<file path="src/rtl/robo_controller.sv">
// -----------------------------------------------------------------------------
// robo_controller
//
// Autonomous navigation controller for the cleaning robot. It reads the map
// block's sensor outputs and drives the map's command inputs. It runs a
// left-hand wall follower with a barrier-removal sub-sequence, and halts once
// the robot stands on the black target cell.
//
// Ports
//   Clock50     in   controller clock (the map's ClockRobo)
//   Reset       in   asynchronous active-low reset
//   enable      in   run permission; 0 freezes the FSM where it is
//   head_in     in   wall ahead
//   left_in     in   wall on the left
//   under_in    in   robot is on the black cell
//   barrier_in  in   removable trash ahead
//   avancar     out  one-cycle advance command
//   girar       out  one-cycle 90 degree CCW turn command
//   remover     out  removal command, held while the barrier is present
//   done        out  target reached
//   state_out   out  current FSM state, for LEDs
//   steps       out  saturating count of advance pulses issued
// -----------------------------------------------------------------------------
module robo_controller #(
  parameter int SETTLE_CYCLES  = 1,
  parameter int REMOVE_TIMEOUT = 15,
  parameter int STEP_WIDTH     = 16
) (
  input  logic                  Clock50,
  input  logic                  Reset,
  input  logic                  enable,
  input  logic                  head_in,
  input  logic                  left_in,
  input  logic                  under_in,
  input  logic                  barrier_in,
  output logic                  avancar,
  output logic                  girar,
  output logic                  remover,
  output logic                  done,
  output logic [2:0]            state_out,
  output logic [STEP_WIDTH-1:0] steps
);

  localparam logic [2:0] IDLE    = 3'd0;
  localparam logic [2:0] DECIDE  = 3'd1;
  localparam logic [2:0] ADVANCE = 3'd2;
  localparam logic [2:0] TURN_L  = 3'd3;
  localparam logic [2:0] TURN_R  = 3'd4;
  localparam logic [2:0] SETTLE  = 3'd5;
  localparam logic [2:0] REMOVE  = 3'd6;
  localparam logic [2:0] DONE    = 3'd7;

  localparam int CW = 16;
  // SETTLE always lasts at least one cycle, even if SETTLE_CYCLES is 0.
  localparam logic [CW-1:0] SETTLE_LAST = CW'((SETTLE_CYCLES > 0) ? SETTLE_CYCLES - 1 : 0);
  localparam logic [CW-1:0] RM_LAST     = CW'((REMOVE_TIMEOUT > 0) ? REMOVE_TIMEOUT - 1 : 0);
  localparam logic [STEP_WIDTH-1:0] STEPS_MAX = {STEP_WIDTH{1'b1}};

  logic [2:0]            state_q,     state_d;
  logic                  avancar_q,   avancar_d;
  logic                  girar_q,     girar_d;
  logic                  done_q,      done_d;
  logic [STEP_WIDTH-1:0] steps_q,     steps_d;
  logic [1:0]            turn_cnt_q,  turn_cnt_d;
  logic [CW-1:0]         settle_q,    settle_d;
  logic [CW-1:0]         rm_timer_q,  rm_timer_d;
  logic                  last_left_q, last_left_d;
  logic                  rm_fail_q,   rm_fail_d;

  // A timed-out barrier is masked until the robot moves or turns, so the
  // FSM cannot loop forever on a barrier it failed to remove.
  logic barrier_eff;
  assign barrier_eff = barrier_in & ~rm_fail_q;

  always_comb begin
    state_d     = state_q;
    avancar_d   = avancar_q;
    girar_d     = girar_q;
    done_d      = done_q;
    steps_d     = steps_q;
    turn_cnt_d  = turn_cnt_q;
    settle_d    = settle_q;
    rm_timer_d  = rm_timer_q;
    last_left_d = last_left_q;
    rm_fail_d   = rm_fail_q;

    case (state_q)
      IDLE: begin
        if (enable) state_d = DECIDE;
      end

      DECIDE: begin
        if (enable) begin
          if (under_in) begin
            state_d = DONE;
            done_d  = 1'b1;
          end else if (barrier_eff) begin
            state_d    = REMOVE;
            rm_timer_d = '0;
          end else if (!left_in && !last_left_q) begin
            state_d     = TURN_L;
            girar_d     = 1'b1;
            last_left_d = 1'b1;
            rm_fail_d   = 1'b0;
          end else if (!head_in) begin
            state_d     = ADVANCE;
            avancar_d   = 1'b1;
            last_left_d = 1'b0;
            rm_fail_d   = 1'b0;
            if (steps_q != STEPS_MAX) steps_d = steps_q + STEP_WIDTH'(1);
          end else begin
            state_d    = TURN_R;
            girar_d    = 1'b1;
            turn_cnt_d = 2'd1;
            rm_fail_d  = 1'b0;
          end
        end
      end

      ADVANCE: begin
        if (enable) begin
          avancar_d = 1'b0;
          settle_d  = '0;
          state_d   = SETTLE;
        end
      end

      TURN_L: begin
        if (enable) begin
          girar_d  = 1'b0;
          settle_d = '0;
          state_d  = SETTLE;
        end
      end

      // Three pulses with a low cycle between each: 1,0,1,0,1.
      // turn_cnt_q holds the number of pulses already issued.
      TURN_R: begin
        if (enable) begin
          if (girar_q) begin
            girar_d = 1'b0;
            if (turn_cnt_q == 2'd3) begin
              turn_cnt_d = 2'd0;
              settle_d   = '0;
              state_d    = SETTLE;
            end
          end else begin
            girar_d    = 1'b1;
            turn_cnt_d = turn_cnt_q + 2'd1;
          end
        end
      end

      SETTLE: begin
        if (enable) begin
          if (settle_q >= SETTLE_LAST) begin
            settle_d = '0;
            state_d  = DECIDE;
          end else begin
            settle_d = settle_q + CW'(1);
          end
        end
      end

      REMOVE: begin
        if (enable) begin
          if (!barrier_in || (rm_timer_q == RM_LAST)) begin
            // Leaving with the barrier still present means the timer expired.
            if (barrier_in) rm_fail_d = 1'b1;
            rm_timer_d = '0;
            settle_d   = '0;
            state_d    = SETTLE;
          end else begin
            rm_timer_d = rm_timer_q + CW'(1);
          end
        end
      end

      DONE: begin
        state_d = DONE;
      end

      default: begin
        state_d = IDLE;
      end
    endcase
  end

  always_ff @(posedge Clock50 or negedge Reset) begin
    if (!Reset) begin
      state_q     <= IDLE;
      avancar_q   <= 1'b0;
      girar_q     <= 1'b0;
      done_q      <= 1'b0;
      steps_q     <= '0;
      turn_cnt_q  <= 2'd0;
      settle_q    <= '0;
      rm_timer_q  <= '0;
      last_left_q <= 1'b0;
      rm_fail_q   <= 1'b0;
    end else begin
      state_q     <= state_d;
      avancar_q   <= avancar_d;
      girar_q     <= girar_d;
      done_q      <= done_d;
      steps_q     <= steps_d;
      turn_cnt_q  <= turn_cnt_d;
      settle_q    <= settle_d;
      rm_timer_q  <= rm_timer_d;
      last_left_q <= last_left_d;
      rm_fail_q   <= rm_fail_d;
    end
  end

  // Commands are gated by enable so a pause silences a pending pulse without
  // losing it; the pulse reappears when enable returns.
  assign avancar   = avancar_q & enable;
  assign girar     = girar_q & enable;
  // Combinational so remover falls in the very cycle the barrier disappears.
  assign remover   = (state_q == REMOVE) & barrier_in & enable;
  assign done      = done_q;
  assign state_out = state_q;
  assign steps     = steps_q;

endmodule

</file>
<file path="config.mk">
export PLATFORM = sky130hd
export DESIGN_NAME = robo_controller
export DESIGN_NICKNAME = d
export VERILOG_FILES = /design/src/rtl/robo_controller.sv
export SDC_FILE = /design/constraint.sdc
export NUM_CORES = 1
export LEC_CHECK = 0
export BUFFER_PORTS_ARGS = -buffer_cell sky130_fd_sc_hd__buf_2
export CAP_MARGIN = 20
export CORE_MARGIN = 2
export CORE_UTILIZATION = 54
export CTS_BUF_LIST = sky130_fd_sc_hd__clkbuf_4
export CTS_CLUSTER_SIZE = 16
export DETAILED_ROUTE_END_ITERATION = 7
export PLACE_DENSITY = 0.77
export SYNTH_ARGS = -nofsm -noshare
export SYNTH_HDL_FRONTEND = slang
export SYNTH_SLANG_ARGS = --single-unit
</file>
<file path="constraint.sdc">
create_clock -name Clock50 -period 1.8 [get_ports Clock50]
set_input_delay 0.27 -clock Clock50 [delete_from_list [all_inputs] [get_ports Clock50]]
set_output_delay 0.27 -clock Clock50 [all_outputs]
set_load 0.05 [all_outputs]
</file>
==> results.txt, run 1 <==
Rows - 24
Max stage delay on crit path - 540 ps
Critical path origin - state_out[1]$_DFFE_PN0P_
Register share of total power - 0.385
Area fraction of the dominant cell type after synthesis - 0.437
Crit-path cells - nand4bb_1 -> or4b_4 -> a31o_4 -> nor3_4 -> xor2_1
Final GP Congestion - 0.862
Area of the mapped netlist - 2400 um2
Final Hold Viols - 0
Vias in the first global route - 2224
Violated checks - negative setup slack
Synth async-reset ratio - 1.00
Cell Area, Placed - 2930 um2
Netlist cell types - 52
Setup TNS - -728 ps
CP Capture Type - register
Synth area leader - dfrtp_1
Slowest CP cell - or4b_4
Peak supply drop - 0.000834 V
Primary FF master, synth - dfrtp_1
Crit path kind - register to register
CP Launch Type - register
Layout Nets - 342
Fin Hold WS - 234 ps
Worst hold path class - input pin to register
Clock Skews - 10.0 ps
EDFF count, synth - 0
Run status - finished, violations left
DRC viols - 0
Worst R2R End - steps[6]$_DFFE_PN0P_
Crit. path cell count - 5
Final instance area - 3220 um2
Register area share after synthesis - 0.437
Layout area overhead - 33.8%
Routed via count - 2312
Post-DP HPWL - 4260 um
Pin count of the biggest net entering global routing - 24
TritonCTS Buffers - 5
Yosys warns - 0
Max-slew violations - 0
Max Freq - 0.529 GHz
Starting DRT DRC Count - 143
RSZ-0062 raised after global routing - yes
Top cells by count, synth - 42 x dfrtp_1, 31 x nand2_1, 16 x nor2_1, 16 x o21ai_0, 15 x nand3_1
Crit path buf inv count - 0
Reg clk slew, reported paths - 130 ps
Die ar. - 5000 um2
Setup Viol. Count Final - 16
Final period util - 1.05
GRT busiest layer - met2
PortBufs - 29
Cell count after placement - 369
IO Count - 30
Critical path data required time - 2090 ps
Clk buf depth - 2
Die X-Extent - 70.7 um
Gate power share - 0.409
Total chip power - 3.09 mW
End of the critical path - steps[6]$_DFFE_PN0P_
Pwr Density - 961 nW/um2
Fraction of layout cells with a size suffix above 1 - 0.398
Total leakage power - 1.53 nW
Final Non-Filler Cells - 384
Starting Density - 0.556
GR Layer Usage met1 - 0.321
Cells after synthesis - 255
# clock sinks - 42
Reg-to-reg startpoint - state_out[1]$_DFFE_PN0P_
TritonCTS clock tree - built
Sw power - 1.19 mW
Met2 GRT Util - 0.425
Die Height - 70.7 um
Period minus WS final - 1890 ps
Ranking of synthesized cells by area - dfrtp_1 44%, nand2_1 4.8%, xor2_1 4.0%
Final WS setup - -90.1 ps
Worst reg2reg path depth - 5
Grt ovf - 0
Root buffer cell - clkbuf_4
Filler cells - 318
Maximum Capacitance Violations - 0
Remaining antenna violation count - 0
Reg2Reg Setup Slack - -90 ps
P_int - 1.90 mW
Detailed Route WL - 6260 um
Syn Area/Cell - 9.43 um2
TritonRoute pass-1 iters - 4
Gr usage total - 0.253
Slew at the pin with the worst max-slew slack - 485 ps
Crit Path Max Fanout - 7
H-tree level count - 2
Clock power frac - 0.206
Core area - 4320 um2
Count leader, synth - dfrtp_1
Post-synthesis register bit count - 42
Net Count, Synth - 266
Vias per cell - 6.02
First-pass GRT wire length - 10100 um
Crit-path leading delay family - simple AND/OR/NAND/NOR gates
WP data arrival - 2180 ps
Inserted Diodes - 0
Slew HR - 0.677
Worst-Skew Late Latency - 370 ps
Met3 Resource Use GR - 0.0427
Wire length per cell - 16.3 um
Initial antenna violation count - 0
Switching share of power - 0.386
==> state kept, by name, summed over array words and instances (netlist names) <==
| name | cells |
|---|---|
| rm_fail_q | 1 |
| steps | 16 |
| last_left_q | 1 |
| avancar_q | 1 |
| done | 1 |
| turn_cnt_q | 2 |
| rm_timer_q | 16 |
| state_out | 3 |
| girar_q | 1 |
==> routing by layer <==
metal,vias to the layer above,wire [um]
met5,-,0
met3,20,365
met4,0,154
met2,79,3210
li1,1090,-
met1,1123,2530
==> through the flow <==
stage / utilization / setup slack (ps)
after floorplan: - / -394
after global placement: 0.678 / 22.9
after detailed placement: 0.678 / -94.5
after CTS: 0.716 / -64.3
after global routing: 0.744 / -140
final: 0.744 / -90.1
==> cell families (layout without fill, tap and decap cells) <==
family | count (synthesis) | in the layout | synth area share
and+or+nand+nor | 114 | 114 | 0.270
AOI/OAI and AO/OA | 60 | 61 | 0.165
DFF | 42 | 42 | 0.437
buffers and inverters | 17 | 93 | 0.0364
xor gates and xnor gates | 13 | 13 | 0.0473
muxes | 5 | 5 | 0.0234
adders and majority gates | 4 | 4 | 0.0208
==> placed cells by master, fill, tap and decap left out, types with 4 or more instances in the layout <==
cell type,netlist,layout
nor2b_1,4,4
dfrtp_2,0,5
nand4_1,4,4
buf_2,1,28
xor2_1,11,11
inv_1,7,7
o31ai_1,4,4
nand3_1,15,14
nor2_1,16,13
nand2_1,31,31
a2bb2oi_2,0,4
and3_1,6,6
buf_6,3,5
a21oi_1,11,8
clkbuf_4,0,6
mux2_2,5,5
o21ai_0,16,12
dfrtp_1,42,37
a31oi_1,7,6
buf_4,0,42
==> final cells by class <==
| class | count | area [um2] | area share |
|---|---|---|---|
| multi-input cells | 197 | 1430 | 0.444 |
| clock inverters | 2 | 37.5 | 0.0117 |
| clock buffers | 6 | 45.0 | 0.0140 |
| well taps | 52 | 65.1 | 0.0202 |
| repair buffers | 78 | 557 | 0.173 |
| flip-flops and latches | 42 | 1060 | 0.329 |
| inverters | 7 | 26.3 | 0.00816 |
==> timing repair <==
item / CTS / global route
gates cloned: 1 / 1
hold buffers: 1 / 0
hold endpoints to repair: 19 / 0
buffers inserted: 2 / 2
gates resized for setup: 11 / 26
endpoints found under the setup margin: 12 / 35
pin swaps: 2 / 15
==> power groups by stage <==
stage                     sequential, mW  combinational [mW]  clock (mW)
final                               1.19                1.27       0.637
after global placement              1.19                1.13           0
after global routing                1.20                1.38       0.680
after floorplan                     1.40               0.573           0
after CTS                           1.18                1.18       0.652
after detailed placement            1.20                1.16           0
==> how the worst min path moves through the flow <==
| stage | startpoint | to | slack [ps] | cells after the start |
|---|---|---|---|---|
| 2_1_floorplan | Reset | avancar_q$_DFFE_PN0P_ | -30 | 0 |
| 3_3_place_gp | Reset | avancar_q$_DFFE_PN0P_ | 250 | 1 |
| 3_5_place_dp | Reset | girar_q$_DFFE_PN0P_ | 260 | 1 |
| 4_1_cts | left_in | last_left_q$_DFFE_PN0P_ | 210 | 3 |
| 5_1_grt | left_in | last_left_q$_DFFE_PN0P_ | 230 | 3 |
| 6_report | left_in | last_left_q$_DFFE_PN0P_ | 230 | 3 |
==> worst register-to-register path, stage by stage (launching register included) <==
cell       delay [ps]
dfrtp_2           440
nand4bb_1         200
or4b_4            540
a31o_4            300
nor3_4            160
xor2_1            180
(Power assumes the default switching activity.)
==> run 2: changes to the inputs <==
--- a/config.mk
+++ b/config.mk
@@ -16,3 +16,4 @@
 export SYNTH_ARGS = -nofsm -noshare
 export SYNTH_HDL_FRONTEND = slang
 export SYNTH_SLANG_ARGS = --single-unit
+export TNS_END_PERCENT = 5
==> results.txt, run 2 (synthesized netlist as in run 1, its figures left out) <==
Run status - finished, violations left
Violated checks - negative setup slack
Inserted Diodes - 0
H-tree level count - 2
Vias per cell - 5.83
Worst reg2reg path depth - 5
Final Hold Viols - 0
WP data arrival - 1620 ps
Worst-Skew Late Latency - 370 ps
Fraction of layout cells with a size suffix above 1 - 0.335
Reg clk slew, reported paths - 130 ps
Register Area - 1050 um2
Starting Density - 0.556
Crit path kind - register to output pin
TritonCTS clock tree - built
Peak supply drop - 0.000608 V
CP Launch Type - register
Final Core Density - 0.707
Die Height - 70.7 um
Clock Skews - 16.6 ps
Final Non-Filler Cells - 380
Vias in the first global route - 2197
Grt ovf - 0
PortBufs - 29
Max-slew violations - 0
TritonRoute pass-1 iters - 4
Worst hold path class - input pin to register
First-pass GRT wire length - 10100 um
CP Capture Type - output pin
CP most frequent cell - buf_6
Routed via count - 2215
Post-DP HPWL - 4020 um
Pin count of the biggest net entering global routing - 43
Min-Delay Endpoint - last_left_q$_DFFE_PN0P_
Final period util - 1.05
Slowest CP cell - dfrtp_2
TritonCTS Buffers - 5
Gr usage total - 0.248
Cell count after placement - 369
Cell Area, Placed - 2890 um2
Crit-path cells - buf_6 -> nand2b_4 -> nor3_4 -> buf_6 -> buf_8
Crit path buf inv count - 3
Die ar. - 5000 um2
Layout Nets - 338
Wire length per cell - 15.3 um
Maximum Capacitance Violations - 0
# clock sinks - 42
Slew at the pin with the worst max-slew slack - 561 ps
Rows - 24
Period minus WS final - 1890 ps
Setup Viol. Count Final - 15
Crit Path Max Fanout - 8
Total chip power - 2.89 mW
Starting DRT DRC Count - 262
Setup TNS - -709 ps
DRC viols - 0
Filler cells - 342
Max stage delay on crit path - 450 ps
Clk buf depth - 2
Final instance area - 3060 um2
Reg2Reg Setup Slack - -70 ps
Final GP Congestion - 0.892
Hold Crit Start - left_in
Die X-Extent - 70.7 um
Slew HR - 0.625
Reg-to-reg startpoint - state_out[2]$_DFFE_PN0P_
Layout area overhead - 27.1%
Hold depth - 3
Root buffer cell - clkbuf_4
Max Freq - 0.530 GHz
Worst R2R End - steps[13]$_DFFE_PN0P_
Multi-input logic area - 1360 um2
IO Count - 30
Total leakage power - 1.46 nW
Final WS setup - -88.4 ps
Initial antenna violation count - 0
Critical path data required time - 1530 ps
Crit-path leading delay family - flip-flops
RSZ-0062 raised after global routing - yes
Pwr Density - 947 nW/um2
Detailed Route WL - 5830 um
Most common cell after layout, fill and taps aside - buf_4
Core area - 4320 um2
Most frequent cells in the layout - 42 x buf_4, 41 x dfrtp_1, 29 x nand2_1, 28 x buf_2
Remaining antenna violation count - 0
## run 2: cell count changes in the layout (fill, tap and decap cells not counted), sizes merged
cell,before,now
buf,77,73
clkinv,0,2
bufinv,1,0
clkinvlp,1,0
## run 2: layout make-up
cell class                 instances  share of cell area
multi-input combinational        197               0.443
sequential                        42               0.344
timing repair buffer              74               0.165
tap                               52              0.0213
clock buffer                       6              0.0147
inverter                           7             0.00860
clock inverter                     2             0.00287
## run 2: per-stage QoR
step | hold slack [ps] | setup slack, ps
after floorplan | -25.6 | -408
after global placement | 367 | -39.8
after detailed placement | 373 | -116
after CTS | 214 | -72.3
after global routing | 252 | -151
final | 219 | -88.4
## run 2: worst max path at each step
stage                                  start                    endpoint  slack, ps  cells after the start
global placement                     head_in        steps[6]$_DFFE_PN0P_        -40                      6
global route        state_out[1]$_DFFE_PN0P_        steps[9]$_DFFE_PN0P_       -150                      5
floorplan           state_out[0]$_DFFE_PN0P_  rm_timer_q[11]$_DFFE_PN0P_       -410                      7
detailed placement  state_out[2]$_DFFE_PN0P_  rm_timer_q[14]$_DFFE_PN0P_       -120                      6
finish              state_out[0]$_DFFE_PN0P_                     remover        -90                      5
CTS                 state_out[2]$_DFFE_PN0P_       steps[13]$_DFFE_PN0P_        -70                      5
## run 2: tightest hold or removal path: stages
cell	delay [ps]
buf_2	110
or4_1	110
o21ai_0	70
## run 2: what timing repair did
action / 4_1_cts / 5_1_grt
hold endpoints to repair: 42 / 0
pin swaps: 3 / 2
cloned: 1 / 0
setup buffers: 1 / 0
resized for setup: 14 / 5
hold buffers: 1 / 0
setup endpoints to repair: 30 / 29
## run 2: metal layers
metal	vias up	track usage	routed length (um)
met1	1060	0.317	2580
met4	0	0.0713	82
met3	10	0.0470	339
li1	1081	-	-
met2	64	0.431	2820
met5	-	0	0
## run 2: power by group
part	leakage (nW)	total [mW]	internal, mW	switching, mW
logic	0.864	1.23	0.491	0.734
registers	0.559	1.18	1.07	0.112
clock network	0.0331	0.486	0.162	0.324
total	1.46	2.89	1.72	1.17
